===== src/rtl/multicycle_control_pkg.sv =====
// Shared encodings for the multi-cycle MIPS control unit: instruction fields,
// ALU operation codes, FSM states and instruction classes.
package multicycle_control_pkg;

    localparam logic [5:0] OP_RTYPE = 6'b000000;
    localparam logic [5:0] OP_J     = 6'b000010;
    localparam logic [5:0] OP_JAL   = 6'b000011;
    localparam logic [5:0] OP_BNE   = 6'b000101;
    localparam logic [5:0] OP_XORI  = 6'b001110;
    localparam logic [5:0] OP_LW    = 6'b100011;
    localparam logic [5:0] OP_SW    = 6'b101011;

    localparam logic [5:0] FN_NOOP    = 6'b000000;
    localparam logic [5:0] FN_JR      = 6'b001000;
    localparam logic [5:0] FN_SYSCALL = 6'b001100;
    localparam logic [5:0] FN_ADD     = 6'b100000;
    localparam logic [5:0] FN_SUB     = 6'b100010;
    localparam logic [5:0] FN_SLT     = 6'b101010;

    localparam logic [5:0] ALU_ADD = 6'b100000;
    localparam logic [5:0] ALU_SUB = 6'b100010;
    localparam logic [5:0] ALU_XOR = 6'b100110;
    localparam logic [5:0] ALU_SLT = 6'b101010;
    localparam logic [5:0] ALU_NOP = 6'b101100;

    typedef enum logic [2:0] {
        FETCH, DECODE, EXEC, MEM, WB, HALT
    } state_t;

    typedef enum logic [3:0] {
        CL_NOOP, CL_SYSCALL, CL_ILLEGAL, CL_LW, CL_SW,
        CL_ALU, CL_XORI, CL_BNE, CL_J, CL_JR, CL_JAL
    } iclass_t;

endpackage


===== src/rtl/multicycle_control_if.sv =====
// Instruction-register, memory-handshake and datapath control bundle.
// The control unit takes the master side; the datapath takes the slave side.
interface multicycle_control_if #(
    parameter int ALUOP_W = 6,
    parameter int CNT_W   = 32
);
    logic [5:0]         opcode;
    logic [5:0]         funct;
    logic               mem_ready;
    logic               ir_write;
    logic               pc_write;
    logic               branch;
    logic               jump;
    logic               jump_sel;
    logic               mem_read;
    logic               mem_write;
    logic               mem_to_reg;
    logic               reg_write;
    logic               reg_dst;
    logic               alu_src;
    logic               wri_data_sel;
    logic [ALUOP_W-1:0] alu_op;
    logic               halted;
    logic               illegal;
    logic               bus_err;
    logic [CNT_W-1:0]   instr_count;

    modport master (
        input  opcode, funct, mem_ready,
        output ir_write, pc_write, branch, jump, jump_sel, mem_read, mem_write,
               mem_to_reg, reg_write, reg_dst, alu_src, wri_data_sel, alu_op,
               halted, illegal, bus_err, instr_count
    );

    modport slave (
        output opcode, funct, mem_ready,
        input  ir_write, pc_write, branch, jump, jump_sel, mem_read, mem_write,
               mem_to_reg, reg_write, reg_dst, alu_src, wri_data_sel, alu_op,
               halted, illegal, bus_err, instr_count
    );
endinterface


===== src/rtl/multicycle_control_instr_class_decode.sv =====
// Combinational instruction classifier: opcode/funct to class, ALU code and
// illegal flag. ALU codes are zero-extended to ALUOP_W.
module instr_class_decode
    import multicycle_control_pkg::*;
#(
    parameter int ALUOP_W = 6
) (
    input  logic [5:0]         opcode,
    input  logic [5:0]         funct,
    output iclass_t            cls,
    output logic [ALUOP_W-1:0] alu_op,
    output logic               illegal
);
    logic [5:0] code;

    always_comb begin
        cls  = CL_ILLEGAL;
        code = ALU_NOP;
        case (opcode)
            OP_RTYPE: begin
                case (funct)
                    FN_NOOP:    cls = CL_NOOP;
                    FN_SYSCALL: cls = CL_SYSCALL;
                    FN_JR:      cls = CL_JR;
                    FN_ADD:     begin cls = CL_ALU; code = ALU_ADD; end
                    FN_SUB:     begin cls = CL_ALU; code = ALU_SUB; end
                    FN_SLT:     begin cls = CL_ALU; code = ALU_SLT; end
                    default:    cls = CL_ILLEGAL;
                endcase
            end
            OP_LW:   begin cls = CL_LW;   code = ALU_ADD; end
            OP_SW:   begin cls = CL_SW;   code = ALU_ADD; end
            OP_XORI: begin cls = CL_XORI; code = ALU_XOR; end
            OP_BNE:  begin cls = CL_BNE;  code = ALU_SUB; end
            OP_J:    cls = CL_J;
            OP_JAL:  cls = CL_JAL;
            default: cls = CL_ILLEGAL;
        endcase
    end

    assign alu_op  = ALUOP_W'(code);
    assign illegal = (cls == CL_ILLEGAL);

endmodule


===== src/rtl/multicycle_control.sv =====
// Multi-cycle MIPS control FSM (FETCH/DECODE/EXEC/MEM/WB/HALT) with memory
// ready handshake, timeout, sticky error flags and a saturating retire counter.
module multicycle_control
    import multicycle_control_pkg::*;
#(
    parameter int ALUOP_W         = 6,
    parameter int CNT_W           = 32,
    parameter int MEM_TIMEOUT     = 16,
    parameter int HALT_ON_ILLEGAL = 0
) (
    input logic                 clk,
    input logic                 reset,
    multicycle_control_if.master bus
);
    localparam int WAIT_W = $clog2(MEM_TIMEOUT + 2);
    localparam logic [WAIT_W-1:0] WAIT_LIM = WAIT_W'((MEM_TIMEOUT > 0) ? MEM_TIMEOUT - 1 : 0);

    state_t             state, state_nxt;
    logic [5:0]         op_q, fn_q;
    logic [5:0]         dec_op, dec_fn;
    iclass_t            dec_cls;
    logic [ALUOP_W-1:0] dec_alu_op;
    logic               dec_illegal;
    logic [WAIT_W-1:0]  wait_cnt;
    logic [CNT_W-1:0]   count_q;
    logic               illegal_q, bus_err_q;
    logic               waiting, timeout, retire, set_illegal, set_bus_err;

    // Outputs only ever see the latched fields; the live IR is classified in DECODE,
    // where every output is constant.
    assign dec_op = (state == DECODE) ? bus.opcode : op_q;
    assign dec_fn = (state == DECODE) ? bus.funct  : fn_q;

    instr_class_decode #(.ALUOP_W(ALUOP_W)) u_decode (
        .opcode  (dec_op),
        .funct   (dec_fn),
        .cls     (dec_cls),
        .alu_op  (dec_alu_op),
        .illegal (dec_illegal)
    );

    assign waiting = ((state == FETCH) || (state == MEM)) && !bus.mem_ready;
    // mem_ready on the limit cycle wins because waiting requires it low.
    assign timeout = (MEM_TIMEOUT != 0) && waiting && (wait_cnt == WAIT_LIM);

    always_comb begin
        state_nxt        = state;
        retire           = 1'b0;
        set_illegal      = 1'b0;
        set_bus_err      = 1'b0;
        bus.ir_write     = 1'b0;
        bus.pc_write     = 1'b0;
        bus.branch       = 1'b0;
        bus.jump         = 1'b0;
        bus.jump_sel     = 1'b0;
        bus.mem_read     = 1'b0;
        bus.mem_write    = 1'b0;
        bus.mem_to_reg   = 1'b0;
        bus.reg_write    = 1'b0;
        bus.reg_dst      = 1'b0;
        bus.alu_src      = 1'b0;
        bus.wri_data_sel = 1'b0;
        bus.alu_op       = ALUOP_W'(ALU_NOP);
        bus.halted       = 1'b0;
        case (state)
            FETCH: begin
                bus.mem_read = 1'b1;
                if (bus.mem_ready) begin
                    bus.ir_write = 1'b1;
                    bus.pc_write = 1'b1;
                    state_nxt    = DECODE;
                end else if (timeout) begin
                    set_bus_err = 1'b1;
                    state_nxt   = HALT;
                end
            end
            DECODE: begin
                if (dec_illegal) begin
                    set_illegal = 1'b1;
                    if (HALT_ON_ILLEGAL != 0) begin
                        state_nxt = HALT;
                    end else begin
                        retire    = 1'b1;
                        state_nxt = FETCH;
                    end
                end else if (dec_cls == CL_NOOP) begin
                    retire    = 1'b1;
                    state_nxt = FETCH;
                end else if (dec_cls == CL_SYSCALL) begin
                    retire    = 1'b1;
                    state_nxt = HALT;
                end else begin
                    state_nxt = EXEC;
                end
            end
            EXEC: begin
                bus.alu_op = dec_alu_op;
                case (dec_cls)
                    CL_LW, CL_SW: begin
                        bus.alu_src = 1'b1;
                        state_nxt   = MEM;
                    end
                    CL_ALU:  state_nxt = WB;
                    CL_XORI: begin
                        bus.alu_src = 1'b1;
                        state_nxt   = WB;
                    end
                    CL_BNE: begin
                        bus.branch = 1'b1;
                        retire     = 1'b1;
                        state_nxt  = FETCH;
                    end
                    CL_J, CL_JR, CL_JAL: begin
                        bus.jump      = 1'b1;
                        bus.pc_write  = 1'b1;
                        bus.jump_sel  = (dec_cls == CL_JR);
                        bus.reg_write = (dec_cls == CL_JAL);
                        retire        = 1'b1;
                        state_nxt     = FETCH;
                    end
                    default: state_nxt = FETCH;
                endcase
            end
            MEM: begin
                bus.mem_write = (dec_cls == CL_SW);
                bus.mem_read  = (dec_cls != CL_SW);
                if (bus.mem_ready) begin
                    if (dec_cls == CL_SW) begin
                        retire    = 1'b1;
                        state_nxt = FETCH;
                    end else begin
                        state_nxt = WB;
                    end
                end else if (timeout) begin
                    set_bus_err = 1'b1;
                    state_nxt   = HALT;
                end
            end
            WB: begin
                bus.reg_write    = 1'b1;
                bus.wri_data_sel = 1'b1;
                bus.mem_to_reg   = (dec_cls == CL_LW);
                bus.reg_dst      = (dec_cls != CL_LW);
                retire           = 1'b1;
                state_nxt        = FETCH;
            end
            HALT:    bus.halted = 1'b1;
            default: state_nxt = FETCH;
        endcase
    end

    always_ff @(posedge clk) begin
        if (reset) begin
            state     <= FETCH;
            op_q      <= '0;
            fn_q      <= '0;
            wait_cnt  <= '0;
            count_q   <= '0;
            illegal_q <= 1'b0;
            bus_err_q <= 1'b0;
        end else begin
            state <= state_nxt;
            if (state == DECODE) begin
                op_q <= bus.opcode;
                fn_q <= bus.funct;
            end
            if (state_nxt != state)
                wait_cnt <= '0;
            else if (waiting && (wait_cnt != '1))
                wait_cnt <= wait_cnt + 1'b1;
            if (set_illegal)
                illegal_q <= 1'b1;
            if (set_bus_err)
                bus_err_q <= 1'b1;
            if (retire && (count_q != '1))
                count_q <= count_q + 1'b1;
        end
    end

    assign bus.illegal     = illegal_q;
    assign bus.bus_err     = bus_err_q;
    assign bus.instr_count = count_q;

endmodule


===== src/flat_wrapper.sv =====
// flat-port wrapper written by rule: the top's interface ports become plain ports
module multicycle_control_flat import multicycle_control_pkg::*;
#(
    parameter int ALUOP_W         = 6,
    parameter int CNT_W           = 32,
    parameter int MEM_TIMEOUT     = 16,
    parameter int HALT_ON_ILLEGAL = 0
)
  (clk, reset, bus_opcode, bus_funct, bus_mem_ready, bus_ir_write, bus_pc_write, bus_branch, bus_jump, bus_jump_sel, bus_mem_read, bus_mem_write, bus_mem_to_reg, bus_reg_write, bus_reg_dst, bus_alu_src, bus_wri_data_sel, bus_alu_op, bus_halted, bus_illegal, bus_bus_err, bus_instr_count);
  multicycle_control_if #(.ALUOP_W(ALUOP_W), .CNT_W(CNT_W)) bus_i ();
  input logic clk;
  input logic reset;
  input wire logic [$bits(bus_i.opcode)-1:0] bus_opcode;
  input wire logic [$bits(bus_i.funct)-1:0] bus_funct;
  input wire logic [$bits(bus_i.mem_ready)-1:0] bus_mem_ready;
  output wire logic [$bits(bus_i.ir_write)-1:0] bus_ir_write;
  output wire logic [$bits(bus_i.pc_write)-1:0] bus_pc_write;
  output wire logic [$bits(bus_i.branch)-1:0] bus_branch;
  output wire logic [$bits(bus_i.jump)-1:0] bus_jump;
  output wire logic [$bits(bus_i.jump_sel)-1:0] bus_jump_sel;
  output wire logic [$bits(bus_i.mem_read)-1:0] bus_mem_read;
  output wire logic [$bits(bus_i.mem_write)-1:0] bus_mem_write;
  output wire logic [$bits(bus_i.mem_to_reg)-1:0] bus_mem_to_reg;
  output wire logic [$bits(bus_i.reg_write)-1:0] bus_reg_write;
  output wire logic [$bits(bus_i.reg_dst)-1:0] bus_reg_dst;
  output wire logic [$bits(bus_i.alu_src)-1:0] bus_alu_src;
  output wire logic [$bits(bus_i.wri_data_sel)-1:0] bus_wri_data_sel;
  output wire logic [$bits(bus_i.alu_op)-1:0] bus_alu_op;
  output wire logic [$bits(bus_i.halted)-1:0] bus_halted;
  output wire logic [$bits(bus_i.illegal)-1:0] bus_illegal;
  output wire logic [$bits(bus_i.bus_err)-1:0] bus_bus_err;
  output wire logic [$bits(bus_i.instr_count)-1:0] bus_instr_count;
  assign bus_i.opcode = bus_opcode;
  assign bus_i.funct = bus_funct;
  assign bus_i.mem_ready = bus_mem_ready;
  assign bus_ir_write = bus_i.ir_write;
  assign bus_pc_write = bus_i.pc_write;
  assign bus_branch = bus_i.branch;
  assign bus_jump = bus_i.jump;
  assign bus_jump_sel = bus_i.jump_sel;
  assign bus_mem_read = bus_i.mem_read;
  assign bus_mem_write = bus_i.mem_write;
  assign bus_mem_to_reg = bus_i.mem_to_reg;
  assign bus_reg_write = bus_i.reg_write;
  assign bus_reg_dst = bus_i.reg_dst;
  assign bus_alu_src = bus_i.alu_src;
  assign bus_wri_data_sel = bus_i.wri_data_sel;
  assign bus_alu_op = bus_i.alu_op;
  assign bus_halted = bus_i.halted;
  assign bus_illegal = bus_i.illegal;
  assign bus_bus_err = bus_i.bus_err;
  assign bus_instr_count = bus_i.instr_count;
  multicycle_control #(.ALUOP_W(ALUOP_W), .CNT_W(CNT_W), .MEM_TIMEOUT(MEM_TIMEOUT), .HALT_ON_ILLEGAL(HALT_ON_ILLEGAL)) u_core (.clk(clk), .reset(reset), .bus(bus_i));
endmodule

===== config.mk =====
export PLATFORM = sky130hd
export DESIGN_NAME = multicycle_control_flat
export DESIGN_NICKNAME = d
export VERILOG_FILES = /design/src/rtl/multicycle_control_pkg.sv /design/src/rtl/multicycle_control_if.sv /design/src/rtl/multicycle_control_instr_class_decode.sv /design/src/rtl/multicycle_control.sv /design/src/flat_wrapper.sv
export SDC_FILE = /design/constraint.sdc
export NUM_CORES = 1
export LEC_CHECK = 0
export CELL_PAD_IN_SITES_DETAIL_PLACEMENT = 1
export CELL_PAD_IN_SITES_GLOBAL_PLACEMENT = 1
export CORE_ASPECT_RATIO = 1.1
export CORE_MARGIN = 2
export CORE_UTILIZATION = 35
export DETAILED_ROUTE_END_ITERATION = 8
export GPL_ROUTABILITY_DRIVEN = 0
export PLACE_DENSITY = 0.8
export SLEW_MARGIN = 25
export SYNTH_ARGS = -nofsm -noshare
export SYNTH_HDL_FRONTEND = slang
export SYNTH_SLANG_ARGS = --single-unit

===== constraint.sdc =====
create_clock -name clk -period 3.6 [get_ports clk]
set_clock_uncertainty 0.05 [all_clocks]
set_input_delay 0.36 -clock clk [delete_from_list [all_inputs] [get_ports clk]]
set_output_delay 0.36 -clock clk [all_outputs]
set_load 0.005 [all_outputs]

## Word-level counts from Yosys, hierarchy flattened

Cells that the tools add are included.

- Register bits: 54
- Bits of input ports: 15
- Memory bits (writable): 0
- Logic and storage cells: 107
- Memory bits (read-only): 0
- Bits in latches: 0
- Memories kept: 0
- Output and inout port bits: 53

- Shift operators: 0
- Multipliers: 0
- Add/sub/neg operators: 2
- Reduce and logical (&&, ||, !) cells: 19
- Bitwise operators: 0
- Order comparisons: 0
- Mux-type cells: 47
- Equal/unequal tests: 32
- Div/mod/pow operators: 0

Operators with widths:

| operator | number |
|---|---|
| adder 32 x 1 -> 32 bit (second input constant) | 1 |
| != test 32 bit (second input constant) | 1 |
| one-hot mux 4 bit (4 select lines) | 2 |
| equality test 6 bit (second input constant) | 5 |
| one-hot mux 4 bit (7 select lines) | 1 |
| 2-to-1 mux 1 bit | 27 |
| 2-to-1 mux 3 bit | 7 |
| equality test 6 x 4 -> 1 bit (second input constant) | 3 |
| equality test 4 x 3 -> 1 bit (second input constant) | 4 |
| one-hot mux 3 bit (5 select lines) | 1 |
| equality test 4 bit (second input constant) | 3 |
| equality test 6 x 2 -> 1 bit (second input constant) | 2 |
| zero test 6 bit | 2 |
| 2-to-1 mux 6 bit | 2 |
| one-hot mux 4 bit (3 select lines) | 1 |
| OR reduction 2 bit | 5 |
| OR reduction 3 bit | 3 |
| equality test 4 x 2 -> 1 bit (second input constant) | 2 |
| equality test 3 x 2 -> 1 bit (second input constant) | 2 |
| equality test 3 bit (second input constant) | 2 |
| equality test 6 x 3 -> 1 bit (second input constant) | 1 |
| one-hot mux 1 bit (2 select lines) | 3 |
| one-hot mux 3 bit (2 select lines) | 1 |
| adder 5 x 1 -> 5 bit (second input constant) | 1 |
| 15 further kinds | 18 |

## Depth between registers and ports, before layout

- Depth in word-level cells: 13
- Depth in mapped cells: 11
- Depth with buffers taken out: 10

## Modules after synthesis

Synthesis repeated with hierarchy kept, for this count alone.

- Cells, all modules: 417
- Area total of the unflattened synthesis: 3438.3 µm²

Modules (own cells, without submodules):

| module | cells each | sequential area each (µm²) | area an instance (µm²) | times used |
|---|---|---|---|---|
| multicycle_control | 355 | 1081.0 | 2982.9 | 1 |
| instr_class_decode | 62 | 0.0 | 455.4 | 1 |

## Least setup slack after synthesis

OpenSTA, ideal clock, no wires.

- Kind: register to register
- From: register u_core.state[2]
- To: register u_core.count_q[14], in the netlist u_core.bus.instr_count[14]
- Data required time: 3.427 ns
- Data arrival time: 2.595 ns
- Clock period less this slack: 2.769 ns
- Path slack: 0.831 ns
- Stages on the path, launching flop included: 11
- Path buffers: 3
- Library setup time: 0.123 ns
- Cell sequence: dfxtp_1 > buf_2 > or3b_4 > buf_4 > o211a_1 > a21o_1 > nor4_2 > a2111oi_4 > buf_6 > nor4b_1 > mux2_1

- Cells in the longest elaborated chain, start to end: 12
- Elaborated cells on any way between the ends: 39
- Classes of those cells: eq/ne: 22; mux: 11; reduce/logical: 6

Ends and longest elaborated chain:

| item | line | RTL |
|---|---|---|
| start: declaration | multicycle_control.sv:18 | `state_t state, state_nxt;` |
| start signal: assignment | multicycle_control.sv:162 | `state <= state_nxt;` |
| equality test 3 x 1 -> 1 bit | multicycle_control.sv:31, multicycle_control.sv:32, multicycle_control.sv:65 |  |
| 2-to-1 mux 6 bit | - |  |
| equality test 6 bit | multicycle_control_instr_class_decode.sv:21 | `case (funct)` |
| OR reduction 3 bit (no line) | - |  |
| one-hot mux 4 bit (4 select lines) | multicycle_control_instr_class_decode.sv:21 |  |
| one-hot mux 4 bit (7 select lines) | multicycle_control_instr_class_decode.sv:19 | `case (opcode)` |
| equality test 4 x 1 -> 1 bit | multicycle_control.sv:89 | `end else if (dec_cls == CL_SYSCALL) begin` |
| 2-to-1 mux 1 bit | multicycle_control.sv:89 |  |
| 2-to-1 mux 1 bit | multicycle_control.sv:86 | `end else if (dec_cls == CL_NOOP) begin` |
| 2-to-1 mux 1 bit | multicycle_control.sv:78 | `if (dec_illegal) begin` |
| one-hot mux 1 bit (4 select lines) (*) | multicycle_control.sv:65 | `case (state)` |
| logical AND 1 bit (*) | multicycle_control.sv:175 | `if (retire && (count_q != '1))` |
| end signal: assignment | multicycle_control.sv:176 | `count_q <= count_q + 1'b1;` |
| end: declaration | multicycle_control.sv:25 | `logic [CNT_W-1:0] count_q;` |

Every way passes the cells marked *; elsewhere a longest branch is shown, timed or not.
A chain may end at the register's enable or synchronous reset.

## Worst setup path after layout

- From: input port bus_opcode[2]
- To: output port bus_alu_src

- Cells in the longest elaborated chain, start to end: 7
- Elaborated cells on any way between the ends: 15
- Classes of those cells: eq/ne: 9; mux: 4; reduce/logical: 2

Ends and longest elaborated chain:

| item | line | RTL |
|---|---|---|
| start: declaration | flat_wrapper.sv:13 | `input wire logic [$bits(bus_i.opcode)-1:0] bus_opcode;` |
| 2-to-1 mux 6 bit (*) | multicycle_control.sv:31 | `assign dec_op = (state == DECODE) ? bus.opcode : op_q;` |
| equality test 6 x 2 -> 1 bit (tied with other cells) | multicycle_control_instr_class_decode.sv:19 |  |
| one-hot mux 4 bit (7 select lines) (*) | multicycle_control_instr_class_decode.sv:19 |  |
| equality test 4 x 3 -> 1 bit / equality test 4 x 2 -> 1 bit (equally long branches) | multicycle_control.sv:98 | `case (dec_cls)` |
| OR reduction 3 bit (no line) (*) | - |  |
| 2-to-1 mux 1 bit (*) | multicycle_control.sv:98 |  |
| 2-to-1 mux 1 bit (*) | multicycle_control.sv:65 |  |
| end: declaration | flat_wrapper.sv:26 | `output wire logic [$bits(bus_i.alu_src)-1:0] bus_alu_src;` |

Marked as above.

==> metrics.md <==
| Metric | Value |
|---|---|
| Post_cts resized | 0 |
| Min-delay src | reset |
| Initial drt markers | 140 |
| Seq/Total Area, Yosys | 0.291 |
| Max Root-Sink Buffers | 2 |
| Post-Syn Area | around 3700 um^2 |
| Psw | 477 uW |
| Synth area leader | dfxtp_1 |
| Worst-skew pair later-pin latency | roughly 0.30 ns |
| Worst R2R End | u_core.bus.instr_count[7] |
| Part of the power in registers | 0.413 |
| Max FO, Critical Path | 7 |
| H-tree Lvls | 2 |
| Worst Setup Path Type | in -> out |
| Post-synth top cells | dfxtp_1 (54), nor2_1 (48), nand2_1 (46), a21oi_1 (38), or3_1 (21) |
| Reg2Reg Launch Point | u_core.state[0] |
| Die width | ~100 um |
| Fmax | 293 MHz |
| Maximum vdd drop | 0.160 mV |
| Synthesized area per cell | 7.60 um^2 |
| Hold Crit Depth | 3 |
| Status | finished, final reports clean |
| Pwr dens | roughly 340 nW/um^2 |
| Antenna violations before repair | 0 |
| Cell internal pwr | 1100 uW |
| Largest net degree at the start of global routing | 64 |
| Top-area cell type share of the netlist area | 0.291 |
| Vias/cell | between 5 and 6 |
| CP Launch Type | primary input |
| Dpl cells | between 600 and 700 |
| Count of boundary I/O pins | 68 |
| Switching part of the total | 0.302 |
| EDFF count, synth | 0 |
| Top post-synthesis cells by area | dfxtp_1 (29%), a21oi_1 (5.1%), nor2_1 (4.8%) |
| Async S/R FF share, synth | 0 |
| Die height | approximately 110 um |
| DRT Pass-1 Iters | 5 |
| Via count | roughly 3,900 |
| Gate Count Post-Synth | 489 |
| Main synth FF type | dfxtp_1 |
| First-pass GRT wire length | 19,200 um |
| Crit. End Element | output pin |
| Reg clk slew, reported paths | approximately 0.07 ns |
| Grt ovf | 0 |
| Fin cells | just under 700 |
| Clock power share | 0.365 |
| Ratio of cells with drive above 1 in the final layout | 0.0776 |
| Hold Fails Final Rpt | 0 |
| DRC errors left | 0 |
| Area Growth Syn to Fin | 26.2% |
| Vias in the first global route | slightly below 4,000 |
| Row count | 39 |
| Worst-margin pin slew | 0.930 ns |
| Initial Utilization | 0.358 |
| Tmin final | 3.42 ns |
| Synth warn | 0 |
| Final ANT Viol Nets | 0 |
| Wirelength per Cell | between 15 and 20 um |
| Clock sink count | 54 |
| Clock Tree Root | clkbuf_16 |
| Hold Crit Class | in -> reg |
| Final Setup Violations | 0 |
| Die ar. | about 11,000 um^2 |
| CP Data Required Time | around 3.2 ns |
| Buffers on Ports | 64 |
| Hold Path End | u_core.state[1] |
| Yosys reg bits | 54 |
| P_leak | 0.00167 uW |
| Reg2Reg Setup Slack | just under 0.5 ns |
| Overall Power | 1580 uW |
| Most frequent cell after synthesis | dfxtp_1 |
| GRT Util Overall | 0.204 |
| Gate power share | 0.222 |
| RSZ-0062 raised after global routing | no |
| Max cap viols | 0 |
| Core area | 10,400 um^2 |
| Slew Limit Headroom | 0.374 |
| Crit share post-route | 0.950 |
| Reg2reg path depth | 9 |
| Routed WL | approximately 11,000 um |
| ANT cells | 0 |
| Post-DP HPWL | approximately 8400 um |
| Unique masters post-synth | 65 |
| CTS Buf Count | 5 |
| Post-CTS Setup Bufs | 0 |
| TritonCTS clock tree | done |
| Nets | 559 |
| Hold buffers post-CTS | 0 |
| Setup_tns | 0 ns |
| Slew Viols, Final | 0 |
| Arrival time at the worst endpoint | roughly 3.0 ns |
-- worst max-delay path by stage --
stage                         start  slack, ns                         end
floorplan           u_core.state[2]       0.83  u_core.bus.instr_count[14]
finish                bus_opcode[2]       0.18                 bus_alu_src
global placement      bus_opcode[1]       0.31  u_core.bus.instr_count[14]
CTS                 u_core.state[0]       0.04                 bus_alu_src
detailed placement    bus_opcode[1]       0.19   u_core.bus.instr_count[7]
global route          bus_opcode[1]      0.004                 bus_alu_src
-- registers in the layout, indices dropped and copies added, names as in the netlist --
| signal | flops |
|---|---|
| u_core.bus.bus_err | 1 |
| u_core.fn_q | 6 |
| u_core.op_q | 6 |
| u_core.bus.instr_count | 32 |
| u_core.bus.illegal | 1 |
| u_core.state | 3 |
| u_core.wait_cnt | 5 |
-- power by group through the flow --
stage	combinational (uW)	sequential, uW	clock (uW)
2_1_floorplan	240	647	0
3_3_place_gp	333	663	0
3_5_place_dp	343	665	0
4_1_cts	345	651	593
5_1_grt	390	657	620
6_report	351	652	576
-- layout by cell type, fill, tap and decap left out, drive strengths merged, types with 6 or more instances in the layout --
cell           instances
nor3b                 10
clkdlybuf4s50         63
buf                   14
inv                   12
nor2b                 19
nor3                   8
o21ai                 23
nand2b                 8
mux2                  16
a21oi                 38
nand4                 16
nand2                 46
dfxtp                 54
and3                  11
nor2                  48
nor4                  13
nand3                 15
o31ai                  7
or3                   21
or4                    6
-- critical path, stage by stage --
cell and delay, ns:
clkdlybuf4s50_1 0.62, and3b_1 0.24, or2_2 0.32, a21o_1 0.25, o311ai_2 0.37, nor2_1 0.15
o22ai_1 0.16, clkdlybuf4s50_1 0.53
-- stage by stage --
step | area [um^2] | utilization | setup slack, ns | hold WS [ns]
2_1_floorplan | 3720 | - | 0.831 | 0.392
3_3_place_gp | 4490 | 0.432 | 0.306 | 0.384
3_5_place_dp | 4490 | 0.432 | 0.193 | 0.394
4_1_cts | 4670 | 0.449 | 0.0433 | 0.368
5_1_grt | 4690 | 0.452 | 0.00374 | 0.364
6_report | 4690 | 0.452 | 0.182 | 0.366
-- kinds of logic after synthesis --
| group | count (synthesis) | synth area share |
|---|---|---|
| XOR/XNOR | 5 | 0.0118 |
| AND/OR/NAND/NOR | 249 | 0.373 |
| multiplexers | 21 | 0.0619 |
| buffers and inverters | 45 | 0.0528 |
| other | 2 | 0.00202 |
| adder cells (fa/ha/maj) | 4 | 0.0135 |
| flip-flops | 54 | 0.291 |
| AO/OA/AOI/OAI | 109 | 0.194 |
-- routing by layer --
layer | global-route usage | wire length, um | vias to the layer above
met2 | 0.352 | 5550 | 100
met5 | 0 | 0 | -
met4 | 0.0729 | 284 | 0
met1 | 0.255 | 5040 | 1884
met3 | 0.0336 | 470 | 24
li1 | - | - | 1889
-- layout make-up --
| type | count | area (um^2) |
|---|---|---|
| clock buffers | 5 | 125 |
| clock inverters | 3 | 48.8 |
| fillers | 1290 | 5700 |
| inverters | 11 | 41.3 |
| multi-input cells | 391 | 2470 |
| flip-flops and latches | 54 | 1080 |
| well taps | 143 | 179 |
| repair buffers | 77 | 746 |
Power figures use the tool's default switching activity.
